[config.mk]
export PLATFORM = sky130hd
export DESIGN_NAME = instr_fetch
export DESIGN_NICKNAME = d
export VERILOG_FILES = /design/src/rtl/instr_fetch.sv
export SDC_FILE = /design/constraint.sdc
export NUM_CORES = 1
export LEC_CHECK = 0
export ABC_CLOCK_PERIOD_IN_PS = 2500
export BUFFER_PORTS_ARGS = -buffer_cell sky130_fd_sc_hd__buf_2
export CAP_MARGIN = 10
export CORE_MARGIN = 4
export CORE_UTILIZATION = 54
export CTS_CLUSTER_DIAMETER = 150
export CTS_CLUSTER_SIZE = 40
export DETAILED_ROUTE_END_ITERATION = 8
export GPL_ROUTABILITY_DRIVEN = 1
export PLACE_DENSITY = 0.8
export SYNTH_ARGS = -nofsm -noshare
export SYNTH_HDL_FRONTEND = slang
export SYNTH_SLANG_ARGS = --single-unit
[constraint.sdc]
create_clock -name i_clk -period 2.5 [get_ports i_clk]
set_input_delay 0.375 -clock i_clk [delete_from_list [all_inputs] [get_ports i_clk]]
set_output_delay 0.375 -clock i_clk [all_outputs]
set_load 0.03 [all_outputs]
[src/rtl/instr_fetch.sv]
// instr_fetch
//   Instruction sequencer feeding the processor core. Holds a small program
//   memory loaded while idle. On start it walks a program counter from 0 and
//   offers each instruction on a valid/ready handshake. After the last
//   instruction is accepted it pulses done for one cycle.
//
// Ports
//   i_clk          clock, all state updates on rising edge
//   i_rst          synchronous active-high reset
//   i_load_en      write i_load_data to mem[i_load_addr] (IDLE only)
//   i_load_addr    program memory write address
//   i_load_data    instruction word, bit order [0:7]
//   i_start        begin execution (IDLE only)
//   i_prog_len     instruction count, clipped to DEPTH, sampled with i_start
//   i_abort        terminate the running program
//   o_instr_out    instruction to core
//   o_instr_valid  o_instr_out holds a valid instruction
//   i_instr_ready  core accepts o_instr_out this cycle
//   o_pc           address of the instruction being fetched / issued
//   o_busy         high in FETCH and ISSUE
//   o_done         one-cycle pulse after the final handshake
//
// state  | meaning
// IDLE   | memory writable, waiting for start
// FETCH  | registering mem[pc] into o_instr_out
// ISSUE  | instruction offered, waiting for handshake
// DONE   | one-cycle done pulse, then back to IDLE

module instr_fetch #(
  parameter int DEPTH = 16,
  parameter int AW    = 4
) (
  input  logic          i_clk,
  input  logic          i_rst,
  input  logic          i_load_en,
  input  logic [AW-1:0] i_load_addr,
  input  logic [0:7]    i_load_data,
  input  logic          i_start,
  input  logic [AW:0]   i_prog_len,
  input  logic          i_abort,
  output logic [0:7]    o_instr_out,
  output logic          o_instr_valid,
  input  logic          i_instr_ready,
  output logic [AW-1:0] o_pc,
  output logic          o_busy,
  output logic          o_done
);

  typedef enum logic [1:0] {
    S_IDLE,
    S_FETCH,
    S_ISSUE,
    S_DONE
  } state_t;

  localparam logic [AW:0] DEPTH_L = (AW+1)'(DEPTH);

  state_t        r_state;
  state_t        w_next;
  logic [0:7]    r_mem [DEPTH];
  logic [AW:0]   r_len;
  logic [AW-1:0] r_pc;
  logic [0:7]    r_instr;
  logic [AW:0]   w_len_clip;
  logic          w_hs;
  logic          w_last;

  assign w_len_clip = (i_prog_len > DEPTH_L) ? DEPTH_L : i_prog_len;
  assign w_hs       = (r_state == S_ISSUE) && i_instr_ready;
  // pc is widened so that pc+1 == DEPTH is representable for a full program
  assign w_last     = (({1'b0, r_pc} + (AW+1)'(1)) == r_len);

  always_comb begin
    w_next = r_state;
    case (r_state)
      S_IDLE:  if (i_start) w_next = (w_len_clip == '0) ? S_DONE : S_FETCH;
      S_FETCH: w_next = S_ISSUE;
      S_ISSUE: if (w_hs) w_next = w_last ? S_DONE : S_FETCH;
      S_DONE:  w_next = S_IDLE;
      default: w_next = S_IDLE;
    endcase
    // abort overrides everything outside IDLE, including a same-cycle handshake
    if (i_abort && (r_state != S_IDLE)) w_next = S_IDLE;
  end

  always_ff @(posedge i_clk) begin
    if (i_rst) begin
      r_state <= S_IDLE;
      r_len   <= '0;
      r_pc    <= '0;
      r_instr <= '0;
    end else begin
      r_state <= w_next;
      case (r_state)
        S_IDLE: begin
          if (i_start) begin
            r_len <= w_len_clip;
            r_pc  <= '0;
          end
        end
        S_FETCH: r_instr <= r_mem[r_pc];
        S_ISSUE: begin
          if (w_hs && !w_last) r_pc <= r_pc + AW'(1);
        end
        default: ;
      endcase
    end
  end

  // Program memory has no reset so contents survive rst. A write in the same
  // cycle as start lands before FETCH reads it.
  always_ff @(posedge i_clk) begin
    if (!i_rst && i_load_en && (r_state == S_IDLE)) r_mem[i_load_addr] <= i_load_data;
  end

  // instr_out is never zeroed outside reset: 8'h00 is a live opcode
  assign o_instr_out   = r_instr;
  assign o_instr_valid = (r_state == S_ISSUE);
  assign o_pc          = r_pc;
  assign o_busy        = (r_state == S_FETCH) || (r_state == S_ISSUE);
  assign o_done        = (r_state == S_DONE);

endmodule

== Word-level counts from Yosys, hierarchy flattened ==
Memories as Yosys holds them, arrays and structs flattened. A register that Yosys moved wholly into a read port is not among the register bits.
Cells that the tools add are included.

* Bits in registers: 11
* Bits in writable memories: 128
* Memories: 1

* Add/sub/neg operators: 2
* Magnitude comparators: 1
* Equal/unequal tests: 7
* Multiplexer cells: 11
* Reduce and logical (&&, ||, !) cells: 16

{| class="wikitable"
|+ Memories
! memory !! depth !! bits a word !! rd ports !! clocked after memory_dff !! wr ports !! RTL line !! text
|-
| r_mem || 16 || 8 || 1 || 1 || 1 || 60 || <nowiki>logic [0:7] r_mem [DEPTH];</nowiki>
|}

{| class="wikitable"
|+ Operators with widths
! cell !! number
|-
| 2-bit 2-to-1 mux || 4
|-
| 4-bit 2-to-1 mux || 2
|-
| 2-bit one-hot mux with 4 select lines || 1
|-
| 4-bit one-hot mux with 2 select lines || 1
|-
| 4-bit by 1-bit adder with 5-bit output (second input constant) || 1
|-
| 5-bit equality test || 1
|-
| 5-bit greater-than comparator (second input constant) || 1
|-
| 1-bit logical AND || 5
|-
| 5-bit zero test || 1
|-
| 5-bit 2-to-1 mux || 1
|-
| 4-bit by 1-bit adder with 4-bit output (second input constant) || 1
|-
| 2-bit equality test (second input constant) || 2
|-
| 2-bit by 1-bit != test with 1-bit output (second input constant) || 2
|-
| 2-bit AND reduction || 2
|-
| 2-bit nonzero test || 2
|-
| 3-bit AND reduction || 1
|-
| 2-bit by 1-bit equality test with 1-bit output (second input constant) || 1
|-
| 1-bit zero test || 2
|-
| 2-bit zero test || 1
|-
| 1-bit 2-to-1 mux || 2
|-
| 2-bit != test (second input constant) || 1
|-
| 2-bit OR reduction || 1
|-
| 1-bit logical OR || 1
|}

== Longest topological paths before layout ==
* Depth in word-level cells: 6
* Gate-level depth with buffers: 7

== Worst setup path after synthesis ==
Ideal clock, no wire load.

* Path type: register to register
* Start: reg r_state[0]
* End: mem r_mem[0][0] in the netlist's numbering, enable pin
* Setup time: 383 ps
* Data arrival time: 1,943 ps
* Required time: 2,117 ps
* Setup slack: 173 ps
* Stages on the path, launching flop included: 7
* Buffers on the path: 0
* Clock period less this slack: 2,327 ps
* Cells stage by stage: dfxtp_1 -> inv_1 -> ha_1 -> nand2_1 -> or2_2 -> or3_1 -> nor3_1

* Cells in the longest elaborated chain, start to end: 4

{| class="wikitable"
|+ Ends and longest elaborated chain
! what !! RTL line !! text
|-
| start, declared || 58 || <nowiki>state_t r_state;</nowiki>
|-
| start signal, assigned || 93 || <nowiki>r_state <= w_next;</nowiki>
|-
| 2-bit zero test || 113 || <nowiki>if (!i_rst && i_load_en && (r_state == S_IDLE)) r_mem[i_load_addr] <= i_load_data;</nowiki>
|-
| 1-bit logical AND || 113 ||
|-
| 1-bit 2-to-1 mux || 113 ||
|-
| 1-bit 2-to-1 mux (implied by the code) || 113 ||
|-
| end, declared || 60 ||
|}

No other way between the ends.

== Final worst setup path ==
Ends and elaborated chain as after synthesis.

==> results.md <==
- The number of nets produced by synthesis is 341.
- The startpoint identified for the worst register-to-register timing path is r_state[0].
- The post-detailed-route count of antenna-violating nets is 0.
- The post-detailed-route wirelength per cell is 22.5 um.
- The beginning of the worst hold path is i_abort.
- The floorplan step defined a die boundary enclosing 0.0128 mm2.
- The signal on the critical path passes through inv_1 -> ha_1 -> nand2_1 -> or2_2 -> or3_1 -> nor3_1 -> buf_4.
- The final worst setup slack is 0.226 ns.
- Measured against its own limit, the worst slew margin works out to 63.3%.
- The depth of the worst register-to-register path is 7.
- The design draws 6.07 mW.
- The routed layout has 3206 vias.
- The final max-slew violation count is 0.
- Power spread over the standard cell area amounts to 864 mW/mm2.
- The setup slack at placement is 0.272 ns.
- The relative area change from synthesis to final layout is 17.3%.
- The post-placement cell area is 0.00645 mm2.
- After detailed placement, the design holds a cell count of 500.
- The number of hold violations in the final report is 0.
- At the end of routability-driven placement, the weighted congestion stood at 0.827.
- The pre-antenna-repair detailed-routing pass consisted of 5 iterations.
- The residual DRC count is 0.
- The number of synthesized register bits is 147.
- The ratio of final minimum period to clock period is 91.0%.
- For this design, the sink count on the clock tree is 147.
- The clock input transition at the sequential cells of the worst setup and hold paths is 0.07 ns.
- The port buffer count is 37.
- The analysis attributes to cell leakage a power of 2.38 nW.
- The transition time at the pin with the least slew margin is 0.550 ns.
- The setup fix buffers added after clock tree synthesis is 0.
- The worst hold path endpoint is r_state[1].
- In this run the mean area of a mapped cell was 19.2 um2.
- The initial cell density of the core is 55.2%.
- The CTS tree is done.
- The number of flops mapped to enable cells by yosys is 128.
- The number of global-route vias before repair is 3223.
- The number of cells on the worst hold path is 2.
- Wires add up to 12.0 mm.
- Across the whole layout, storage elements account for 0.00423 mm2.
- In the final layout, the multi-input gates occupy 0.00164 mm2.
- After synthesis, the share of flip-flops with an asynchronous set or reset is 0%.
- The nature of the critical path startpoint is a register.
- For this run, the register share of the synthesized area comes to 70.6%.
- The worst-case clock skew is 0.00924 ns.
- The setup slack on the worst flop-to-flop path is 0.23 ns.
- In the final design database the tool counted 408 nets.
- At the end of the flow the core is filled with cells to 64.8%.
- The region available for standard cell placement spans 0.0108 mm2.
- The source-to-sink clock delay at the later pin of the worst-skew pair is 0.52 ns.
- STA puts the critical path data arrival time at 2.50 ns.
- The number of clock buffers added by TritonCTS is 17.
- The ratio of routed vias to standard cells is 6.03.
- The path class of the lowest-slack min-delay path is primary input to register.
- The tree is rooted in a sky130_fd_sc_hd__clkbuf_8.
- In this run the critical register-to-register path is captured at r_mem[0][0].
- The sort of element at the end of the critical path is a register.
- From left edge to right edge, the die measures 113 um.
- The number of gates given a new drive strength after cts is 0.
- The total routing usage reported by global routing is 20.1%.
- In this run the cell area of the synthesized design comes to 0.00598 mm2.
- The worst-case vdd ir drop is 0.618 mV.
- The flip-flop cell with the highest count after synthesis is sky130_fd_sc_hd__edfxtp_1.
- The peak per-stage delay on the critical path is 0.39 ns.
- The achievable frequency is 440 MHz.
- The count of standard-cell rows is 38.
- The number of primary I/O pins is 38.
- After the first detailed-routing iteration, the DRC count stood at 259.
- The run finished with clean final reports.
- After legalization and detailed placement, the total HPWL measured 8.13 mm.
- For this design, the slowest cell found on the critical path is sky130_fd_sc_hd__or3_1.
- Entering global routing, the biggest net connects 24 pins.
- Setup repair after global routing left no endpoint under its margin.
- In this run the number of H-tree levels came out at 4.
- The post-route netlist has 30.4% of its cells at a drive strength greater than 1.
- The required time at the worst-slack endpoint is 2.72 ns.
- The number of failing setup endpoints in the final timing report is 0.
- With fillers left out, the area of the finished cells amounts to 0.00702 mm2.
- The final critical path time including I/O delays and setup is 2.27 ns.
- The number of buffers inserted for hold repair after clock tree synthesis is 0.
- The total overflow left after global routing is 0.
- The antenna diode count is 0.
- The start-to-end type of the worst setup path is register to register.
- Counting both buffers and inverters, the worst setup path holds a total of 2.
- Synthesis produced 312 cells.
- The number of antenna violations at the first check in global routing came to 0.
- The final sum of negative setup slack is 0 ns.
- Excluding fillers, the count of instances in the completed layout stands at 532.
- The tool flagged a number of max-cap violations equal to 0.
- The critical-path maximum fanout is 8.
- The number of fillers in the final layout is 738.
- The maximum clock insertion buffer count is 2.
- In this run the vertical extent of the chip is 113 um.
- In this design, the largest share of critical-path delay is due to simple AND/OR/NAND/NOR gates.
- In this run, distinct cell masters in the synthesized netlist total 39.
- The first global-routing pass estimated 18.5 mm of wire.
- Yosys printed 0 warnings.
- On the final layout, the worst hold slack is 0.0635 ns.
report_power, final:
part / total, mW / internal [mW] / switching [mW] / leakage, nW
combinational: 0.848 / 0.340 / 0.509 / 0.798
clock: 2.41 / 1.43 / 0.982 / 0.273
sequential: 2.81 / 2.75 / 0.0548 / 1.31
worst reg2reg max path, stage by stage (launching register included):
cell                      delay, ns
sky130_fd_sc_hd__dfxtp_1       0.35
sky130_fd_sc_hd__inv_1         0.12
sky130_fd_sc_hd__ha_1          0.26
sky130_fd_sc_hd__nand2_1       0.15
sky130_fd_sc_hd__or2_2         0.31
sky130_fd_sc_hd__or3_1         0.39
sky130_fd_sc_hd__nor3_1        0.17
sky130_fd_sc_hd__buf_4         0.21
cell usage after synthesis, types with 2 or more instances:
cell type | count | area, um2
sky130_fd_sc_hd__dfxtp_1 | 19 | 380
sky130_fd_sc_hd__o21ai_0 | 6 | 30.0
sky130_fd_sc_hd__xnor2_1 | 4 | 35.0
sky130_fd_sc_hd__nor2_1 | 29 | 109
sky130_fd_sc_hd__clkbuf_1 | 8 | 30.0
sky130_fd_sc_hd__mux4_1 | 18 | 473
sky130_fd_sc_hd__nor3b_1 | 5 | 37.5
sky130_fd_sc_hd__nand2b_1 | 3 | 18.8
sky130_fd_sc_hd__a221oi_1 | 2 | 17.5
sky130_fd_sc_hd__buf_6 | 2 | 22.5
sky130_fd_sc_hd__edfxtp_1 | 128 | 3840
sky130_fd_sc_hd__buf_1 | 2 | 7.51
sky130_fd_sc_hd__nand2_1 | 5 | 18.8
sky130_fd_sc_hd__nand3b_1 | 4 | 30.0
sky130_fd_sc_hd__nor3_1 | 5 | 25.0
sky130_fd_sc_hd__nand3_1 | 5 | 25.0
sky130_fd_sc_hd__nor2b_1 | 2 | 12.5
sky130_fd_sc_hd__ha_1 | 6 | 75.1
sky130_fd_sc_hd__a21oi_1 | 8 | 40.0
sky130_fd_sc_hd__inv_1 | 4 | 15.0
sky130_fd_sc_hd__mux4_2 | 22 | 495
sky130_fd_sc_hd__mux2i_1 | 8 | 80.1
worst max-delay path by stage:
stage                           from     endpoint  slack [ns]  cells past startpoint
after floorplan           r_state[0]  r_mem[0][0]        0.17                      6
after global placement    r_state[0]  r_mem[4][4]        0.41                      7
after detailed placement  r_state[0]  r_mem[0][4]        0.27                      7
after CTS                 r_state[0]  r_mem[0][1]        0.25                      7
after global routing      r_state[0]  r_mem[0][1]        0.06                      7
final                     r_state[0]  r_mem[0][0]        0.23                      7
state kept, by name, summed over array words and instances, names as in the netlist:
signal       cells
r_state          2
o_instr_out      8
r_mem          128
r_len            5
o_pc             4
routing by layer:
metal  up-vias  share of wire [%]  track usage, %
met3        12                7.1            5.56
met5         -                  0               0
met1      1643                 41            27.2
met4         0                1.4            5.85
met2       136                 50            32.3
li1       1415                  -               -
kinds of logic after synthesis:
| kind of cell | Yosys count | synth area share, % |
|---|---|---|
| muxes | 48 | 17.5 |
| adders and majority gates | 6 | 1.25 |
| DFF | 147 | 70.6 |
| xor gates and xnor gates | 5 | 0.732 |
| AOI/OAI and AO/OA | 21 | 2.22 |
| buffers and inverters | 19 | 1.92 |
| and+or+nand+nor | 66 | 5.75 |
final cells by class:
cell class	count	area share [%]
sequential	147	60.2
multi-input combinational	146	23.4
clock buffer	18	5.95
timing repair buffer	63	5.60
tap	140	2.50
clock inverter	14	2.14
inverter	4	0.214
cells in the final DEF, fill, tap and decap left out, drive strengths merged, types with 8 or more instances in the layout:
| cell type | count |
|---|---|
| nor2 | 29 |
| mux2i | 8 |
| edfxtp | 128 |
| clkbuf | 18 |
| dfxtp | 19 |
| a21oi | 8 |
| inv | 9 |
| buf | 63 |
| mux4 | 40 |
Power figures use the tool's default switching activity.
